File: config.mk
export PLATFORM = sky130hd
export DESIGN_NAME = reg_snapshot_monitor_flat
export DESIGN_NICKNAME = d
export VERILOG_FILES = /design/src/rtl/reg_snapshot_monitor_if.sv /design/src/rtl/reg_snapshot_monitor.sv /design/src/flat_wrapper.sv
export SDC_FILE = /design/constraint.sdc
export NUM_CORES = 1
export LEC_CHECK = 0
export ABC_AREA = 1
export CORE_UTILIZATION = 45
export DETAILED_ROUTE_END_ITERATION = 10
export GPL_TIMING_DRIVEN = 1
export HOLD_SLACK_MARGIN = 0.12
export SETUP_SLACK_MARGIN = 0.5
export SYNTH_ARGS = -nofsm -noshare
export SYNTH_HDL_FRONTEND = slang
export SYNTH_SLANG_ARGS = --single-unit
File: constraint.sdc
create_clock -name clk_i -period 2.66 [get_ports clk_i]
set_input_delay 0.399 -clock clk_i [delete_from_list [all_inputs] [get_ports clk_i]]
set_output_delay 0.399 -clock clk_i [all_outputs]
set_load 0.01 [all_outputs]
File: src/rtl/reg_snapshot_monitor_if.sv
// Register-file write mirror and dump stream bundle for reg_snapshot_monitor.
// master = the monitor (takes writes, drives the stream); slave = CPU/sink side.
interface reg_snapshot_monitor_if #(
    parameter int unsigned DATA_W   = 32,
    parameter int unsigned NUM_REGS = 32
);
    localparam int unsigned ADDR_W = $clog2(NUM_REGS);

    logic              wr_en_i;
    logic [ADDR_W-1:0] wr_addr_i;
    logic [DATA_W-1:0] wr_data_i;
    logic              out_valid_o;
    logic              out_ready_i;
    logic [ADDR_W:0]   out_idx_o;
    logic [DATA_W-1:0] out_data_o;
    logic              out_last_o;

    modport master (
        input  wr_en_i, wr_addr_i, wr_data_i, out_ready_i,
        output out_valid_o, out_idx_o, out_data_o, out_last_o
    );

    modport slave (
        output wr_en_i, wr_addr_i, wr_data_i, out_ready_i,
        input  out_valid_o, out_idx_o, out_data_o, out_last_o
    );
endinterface

File: src/rtl/reg_snapshot_monitor.sv
// Shadows the CPU register-file write port, counts cycles, and streams a frozen
// snapshot of r0..r[DUMP_REGS-1] on END_COUNT or halt. MON_CHECKSUM_EN appends an XOR beat.
module reg_snapshot_monitor #(
    parameter int unsigned DATA_W    = 32,
    parameter int unsigned NUM_REGS  = 32,
    parameter int unsigned DUMP_REGS = 13,
    parameter int unsigned END_COUNT = 25,
    parameter int unsigned CNT_W     = 16
) (
    input  logic                 clk_i,
    input  logic                 rst_i,
    input  logic                 halt_i,
    reg_snapshot_monitor_if.master bus,
    output logic [CNT_W-1:0]     cycle_o,
    output logic                 done_o
);
    localparam int unsigned ADDR_W = $clog2(NUM_REGS);
    localparam int unsigned IDX_W  = ADDR_W + 1;
`ifdef MON_CHECKSUM_EN
    localparam int unsigned LAST_IDX = DUMP_REGS;
`else
    localparam int unsigned LAST_IDX = DUMP_REGS - 1;
`endif

    typedef enum logic [1:0] {S_RUN, S_DUMP, S_DONE} state_t;

    state_t            state, state_nxt;
    logic [DATA_W-1:0] shadow [NUM_REGS];
    logic [IDX_W-1:0]  idx;
    logic              addr_ok;
    logic              wr_hit;
    logic              cycle_sat;
    logic              trigger;
    logic              xfer;
    logic              at_last;
`ifdef MON_CHECKSUM_EN
    logic [DATA_W-1:0] csum;
`endif

    // A power-of-two register file has no unreachable addresses to filter.
    if (NUM_REGS == (1 << ADDR_W)) begin : g_full_map
        assign addr_ok = 1'b1;
    end else begin : g_part_map
        assign addr_ok = (bus.wr_addr_i < ADDR_W'(NUM_REGS));
    end

    always_comb begin
        cycle_sat = (cycle_o == '1);
        wr_hit    = (state == S_RUN) && bus.wr_en_i && (bus.wr_addr_i != '0) && addr_ok;
        trigger   = (state == S_RUN) &&
                    (halt_i || (!cycle_sat && cycle_o == CNT_W'(END_COUNT - 1)));
        xfer      = (state == S_DUMP) && bus.out_ready_i;
        at_last   = (idx == IDX_W'(LAST_IDX));
    end

    always_comb begin
        state_nxt = state;
        case (state)
            S_RUN:   if (trigger) state_nxt = S_DUMP;
            S_DUMP:  if (xfer && at_last) state_nxt = S_DONE;
            S_DONE:  state_nxt = S_DONE;
            default: state_nxt = S_RUN;
        endcase
    end

    always_comb begin
        bus.out_valid_o = (state == S_DUMP);
        bus.out_last_o  = (state == S_DUMP) && at_last;
        bus.out_idx_o   = idx;
        bus.out_data_o  = '0;
        done_o          = (state == S_DONE);
        if (state == S_DUMP) begin
`ifdef MON_CHECKSUM_EN
            if (idx == IDX_W'(DUMP_REGS))
                bus.out_data_o = csum;
            else
                bus.out_data_o = shadow[idx[ADDR_W-1:0]];
`else
            bus.out_data_o = shadow[idx[ADDR_W-1:0]];
`endif
        end
    end

    always_ff @(posedge clk_i) begin
        if (!rst_i)
            state <= S_RUN;
        else
            state <= state_nxt;
    end

    always_ff @(posedge clk_i) begin
        if (!rst_i) begin
            cycle_o <= '0;
            idx     <= '0;
            for (int unsigned i = 0; i < NUM_REGS; i++)
                shadow[i] <= '0;
`ifdef MON_CHECKSUM_EN
            csum    <= '0;
`endif
        end else begin
            if (state == S_RUN && !cycle_sat)
                cycle_o <= cycle_o + 1'b1;
            if (wr_hit)
                shadow[bus.wr_addr_i] <= bus.wr_data_i;
            if (xfer && !at_last)
                idx <= idx + 1'b1;
`ifdef MON_CHECKSUM_EN
            // Every non-final beat is a register word, so fold it in as it leaves.
            if (xfer && !at_last)
                csum <= csum ^ bus.out_data_o;
`endif
        end
    end
endmodule

File: src/flat_wrapper.sv
// flat-port wrapper written by rule: the top's interface ports become plain ports
module reg_snapshot_monitor_flat 
#(
    parameter int unsigned DATA_W    = 32,
    parameter int unsigned NUM_REGS  = 32,
    parameter int unsigned DUMP_REGS = 13,
    parameter int unsigned END_COUNT = 25,
    parameter int unsigned CNT_W     = 16
)
  (clk_i, rst_i, halt_i, cycle_o, done_o, bus_wr_en_i, bus_wr_addr_i, bus_wr_data_i, bus_out_ready_i, bus_out_valid_o, bus_out_idx_o, bus_out_data_o, bus_out_last_o);
  reg_snapshot_monitor_if #(.DATA_W(DATA_W), .NUM_REGS(NUM_REGS)) bus_i ();
  input  logic clk_i;
  input  logic rst_i;
  input  logic halt_i;
  output logic [CNT_W-1:0] cycle_o;
  output logic done_o;
  input wire logic [$bits(bus_i.wr_en_i)-1:0] bus_wr_en_i;
  input wire logic [$bits(bus_i.wr_addr_i)-1:0] bus_wr_addr_i;
  input wire logic [$bits(bus_i.wr_data_i)-1:0] bus_wr_data_i;
  input wire logic [$bits(bus_i.out_ready_i)-1:0] bus_out_ready_i;
  output wire logic [$bits(bus_i.out_valid_o)-1:0] bus_out_valid_o;
  output wire logic [$bits(bus_i.out_idx_o)-1:0] bus_out_idx_o;
  output wire logic [$bits(bus_i.out_data_o)-1:0] bus_out_data_o;
  output wire logic [$bits(bus_i.out_last_o)-1:0] bus_out_last_o;
  assign bus_i.wr_en_i = bus_wr_en_i;
  assign bus_i.wr_addr_i = bus_wr_addr_i;
  assign bus_i.wr_data_i = bus_wr_data_i;
  assign bus_i.out_ready_i = bus_out_ready_i;
  assign bus_out_valid_o = bus_i.out_valid_o;
  assign bus_out_idx_o = bus_i.out_idx_o;
  assign bus_out_data_o = bus_i.out_data_o;
  assign bus_out_last_o = bus_i.out_last_o;
  reg_snapshot_monitor #(.DATA_W(DATA_W), .NUM_REGS(NUM_REGS), .DUMP_REGS(DUMP_REGS), .END_COUNT(END_COUNT), .CNT_W(CNT_W)) u_core (.clk_i(clk_i), .rst_i(rst_i), .halt_i(halt_i), .bus(bus_i), .cycle_o(cycle_o), .done_o(done_o));
endmodule
After elaboration in Yosys (flattened, before gate mapping)

Memory sizes are Yosys's and may differ from the RTL's. A register that Yosys moved wholly into a read port is not among the register bits.
Cells that the tools add are included.

Add/subtract/negate cells: 2
Multiply operators: 0
Divide/modulo/power cells: 0
Magnitude comparators: 0
Equal/unequal tests: 7
Shift-type cells: 0
Mux-type cells: 13
Bitwise logic cells: 0
Reductions and logical operators: 16

Operator list:

| kind                                                   | count |
|---|---|
| 2-to-1 mux 32 bit                                      | 2 |
| OR reduction 32 bit                                    | 1 |
| adder 16 x 1 -> 16 bit (second input constant)         | 1 |
| == test 16 bit (second input constant)                 | 1 |
| == test 16 x 5 -> 1 bit (second input constant)        | 1 |
| 2-to-1 mux 5 bit                                       | 3 |
| logical AND 1 bit                                      | 9 |
| adder 6 x 1 -> 6 bit (second input constant)           | 1 |
| == test 6 x 4 -> 1 bit (second input constant)         | 1 |
| one-hot mux 2 bit (3 select lines)                     | 1 |
| 2-to-1 mux 1 bit                                       | 5 |
| nonzero test 5 bit                                     | 1 |
| 2-to-1 mux 2 bit                                       | 2 |
| inequality test 2 x 1 -> 1 bit (second input constant) | 2 |
| == test 2 x 1 -> 1 bit (second input constant)         | 1 |
| == test 2 bit (second input constant)                  | 1 |
| logical NOT 1 bit                                      | 2 |
| logical NOT 2 bit                                      | 1 |
| AND reduction 2 bit                                    | 1 |
| logical OR 1 bit                                       | 1 |

Register bits after elaboration: 24
Bits in latches: 0
RAM bits: 1024
ROM bits: 0
Input bits: 42
Word-level logic and storage cells: 42
Memories kept: 1

Memory list:

| memory        | words | bits a word | read ports | clocked after Yosys merged registers in | wr ports | RTL line                   | text |
|---|---|---|---|---|---|---|---|
| u_core.shadow | 32    | 32          | 1          | 1                                       | 32       | reg_snapshot_monitor.sv:28 | `logic [DATA_W-1:0] shadow [NUM_REGS];` |

Depth between registers and ports, before layout

Gate-level depths: netlist of run 1.

Depth in word-level cells: 8
Depth in mapped cells: 12
Mapped depth without buffers: 10

Worst setup path before layout of run 1

Ideal clock, no wire load.

Path kind: input -> register
Start: input rst_i
End: memory u_core.shadow[14][0] (enable)
Setup time: 0.389 ns
Data arrival time: 2.285 ns
Data required time: 2.271 ns
Path slack: -0.015 ns
Stages: 6
Cell sequence: clkbuf_1 -> nand4_1 -> nor3_2 -> nand2_1 -> clkbuf_1 -> nand2_1

RTL lines:

| item        | RTL line                   | text |
|---|---|---|
| from (decl) | flat_wrapper.sv:13         | `input logic rst_i;` |
| to (decl)   | reg_snapshot_monitor.sv:28 |  |

==> metrics.cfg, run 1 <==
[place]
post-place-ws_ps=-557
dp_hpwl_um=88900
gp_congestion=0.861
port_buffers=98

[synthesis]
synth.avg_cell_area_um2=9.47
yosys.area.top_type=edfxtp_1
synthFlopType=edfxtp_1
ys_warn_count=0
ys_seq_area_share_pct=66.1
yosys-top-cells-area=edfxtp_1 65%, nand2_1 11%, nor2_1 9.7%, nand3_1 7.4%, clkbuf_1 2.9%
yosysUniqueCellTypes=24
synth_top_area_share_pct=64.9
postSynthCellCount=5004
synth_area_um2=47400
synth_seq_cells=1053
synthArstFlopShare_pct=0
synth-edff-count=1024

[timing]
rsz0062_at_grt=true
max_slew_margin_pct=62.6
drv_slew=0
layout_min_cycle_time_ps=3100
setup_slack_ps=-436
fin_tns_setup_ps=-11230
max_freq_mhz=323
skew_ps=16.8
finalCritPeriodShare_pct=116
setup_viol=32
final-hold-violation-count=0
max_slew.worst_pin.slew_ps=562

[worst_setup_path]
cp_slowest_cell=dfxtp_4
crit_fanout=8
r2r_start=u_core.state[0]
critPathCaptureType=primary output
cp-start-kind=register
critPathMaxStageDelay_ps=430
crit_required_ps=2260
arrival_ps=2700
critical_path_class=reg2out
reg2regPathDepth=9
worstPathCellList=clkinv_8 -> buf_8 -> buf_16 -> buf_6 -> buf_12 -> nand2_4 -> nand3_2 -> nand3_2 -> nand2_2 -> nand2_2 -> nand3_2 -> nand2_2 -> nor2_1 -> buf_4 -> buf_6

[detailed_routing]
vias_per_cell=5.54
drc=0
dr_total_vias=37153
wire_per_inst_um=22.4
drtIter0Drc=4468
routed_wl_um=151000
drtPass1Iterations=6
drtAntennaViolNets=0

[power_and_ir_drop]
powerDensity_nw_per_um2=751
p_total_mw=44.0
ir_drop_mv=0.673
power.leakage_nw=23.6

[layout]
area_growth_pct=23.7
n_antenna_cell=0
layout.nets=5282
drive_gt1_share_pct=16.1

[cts]
path_clk_slew_ps=60
cts_sinks=1053
cts_buffers=112
cts-root-buf=clkbuf_16
cts.path.max_buffers=3
cts_tree=built
htree_num_levels=3
insertion_delay_ps=690

[floorplan]
coreArea_um2=104000
rows=118
die-area_um2=107000
fp.dieH_um=327
ioPinCount=99
die_w_um=327
initial_core_util_pct=45.6

[global_route]
grt_max_degree=61
grt_pass1_vias=35426
grt_use_total_pct=27.5
grt_pass1_wl_um=221000
antenna_found_initial=2
overflow=0

[hold_path]
hold_class=in2reg
whs_path_depth=4
worstHoldStart=rst_i

[outcome]
violations=setup timing
outcome=finished, violations left

[flow_run]
drv_cap=0

## logic make-up (layout without fill, tap and decap cells)
family                     after synthesis  count (layout)  share of synthesized area [%]
AOI/OAI and AO/OA                      118             118                           1.25
xor gates and xnor gates                 7               7                          0.129
adders and majority gates                8               8                          0.211
buffers and inverters                  491             784                           3.96
DFF                                   1053            1053                           66.1
other                                    1              32                        0.00791
and+or+nand+nor                       3326            3326                           28.3
## cell type report
type | count | area, um2
timing repair buffer | 503 | 6550
clock inverter | 69 | 468
sequential | 1053 | 31400
fill | 9003 | 45300
tap | 1380 | 1730
multi-input combinational | 3491 | 15200
clock buffer | 141 | 2980
inverter | 71 | 300
## cell usage in the layout (no fill, tap or decap), types with 25 or more instances in the layout
cell             instances
buf_4                  195
clkbuf_16              133
clkdlybuf4s50_1         62
nand2_2                 87
clkinv_1                32
buf_12                 134
o21ai_1                 28
conb_1                  32
inv_1                   62
nand3_1                645
o21ai_0                 61
edfxtp_1              1024
nand3_2                 54
clkbuf_1                26
buf_16                  25
buf_6                   34
nor2_1                1157
nand2_1               1269
nor2_2                  56
## routing by layer
metal,share of wire (%),routed length [um],GRT usage [%],up-vias
li1,-,-,-,17048
met2,47,70600,43.8,1792
met3,8.9,13400,4.36,243
met5,0.018,27,0,-
met1,41,62400,38.7,18066
met4,2.8,4160,8.55,4
## cell usage after synthesis (8+ instances only)
master,n
dfxtp_1,29
nor2_1,1224
o21ai_0,93
nor3_1,13
edfxtp_1,1024
clkbuf_1,364
nand2_1,1375
buf_1,30
a21oi_1,24
nand3_1,700
ha_1,8
buf_2,26
inv_1,67
## report_power, final
group | total, mW | switching, mW | internal (mW)
Clock | 14.9 | 6.50 | 8.37
Combinational | 10.1 | 6.20 | 3.87
Sequential | 19.1 | 0.246 | 18.8
## what timing repair did
| item | in CTS | in global routing |
|---|---|---|
| endpoints found under the hold margin | 0 | 0 |
| hold buffers | 0 | 0 |
| gates cloned | 10 | 19 |
| setup endpoints to repair | 1956 | 474 |
| buffers inserted | 15 | 27 |
| gates resized for setup | 185 | 304 |
| pin swaps | 8 | 84 |
## worst paths after layout
check                       endpoint  slack (ps)
max                bus_out_data_o[0]        -440
max reg2reg    u_core.shadow[11][15]         560
min                  u_core.state[0]         260
min reg2reg  u_core.bus.out_idx_o[5]         500
## worst max-delay path: cells and delay by family, from the launching register on
family / cells / cell delay, ps
buffers and inverters: 7 / 950
AND/OR/NAND/NOR: 8 / 610
flip-flops: 1 / 430
## flip-flops by register name, indices dropped and copies added, names as in the netlist, named ones only
signal                flops
u_core.bus.out_idx_o      6
u_core.cycle_o           16
u_core.shadow          1024
u_core.state              2
## per-stage QoR
step	hold WS [ps]	instances	util [%]	cell area, um2
final	262	6708	56.4	58600
after floorplan	502	5035	-	47700
after CTS	219	6662	55.1	57300
after global routing	267	6708	56.4	58600
after global placement	476	6427	51.0	53000
after detailed placement	488	6427	51.0	53000
No activity file was read; power rests on OpenSTA's default activity.
==> run 2, diff against run 1 <==
Settings changed: TNS_END_PERCENT set to 50.
==> results of run 2 <==
Final layout, timing and power as in run 1 (identical DEF).
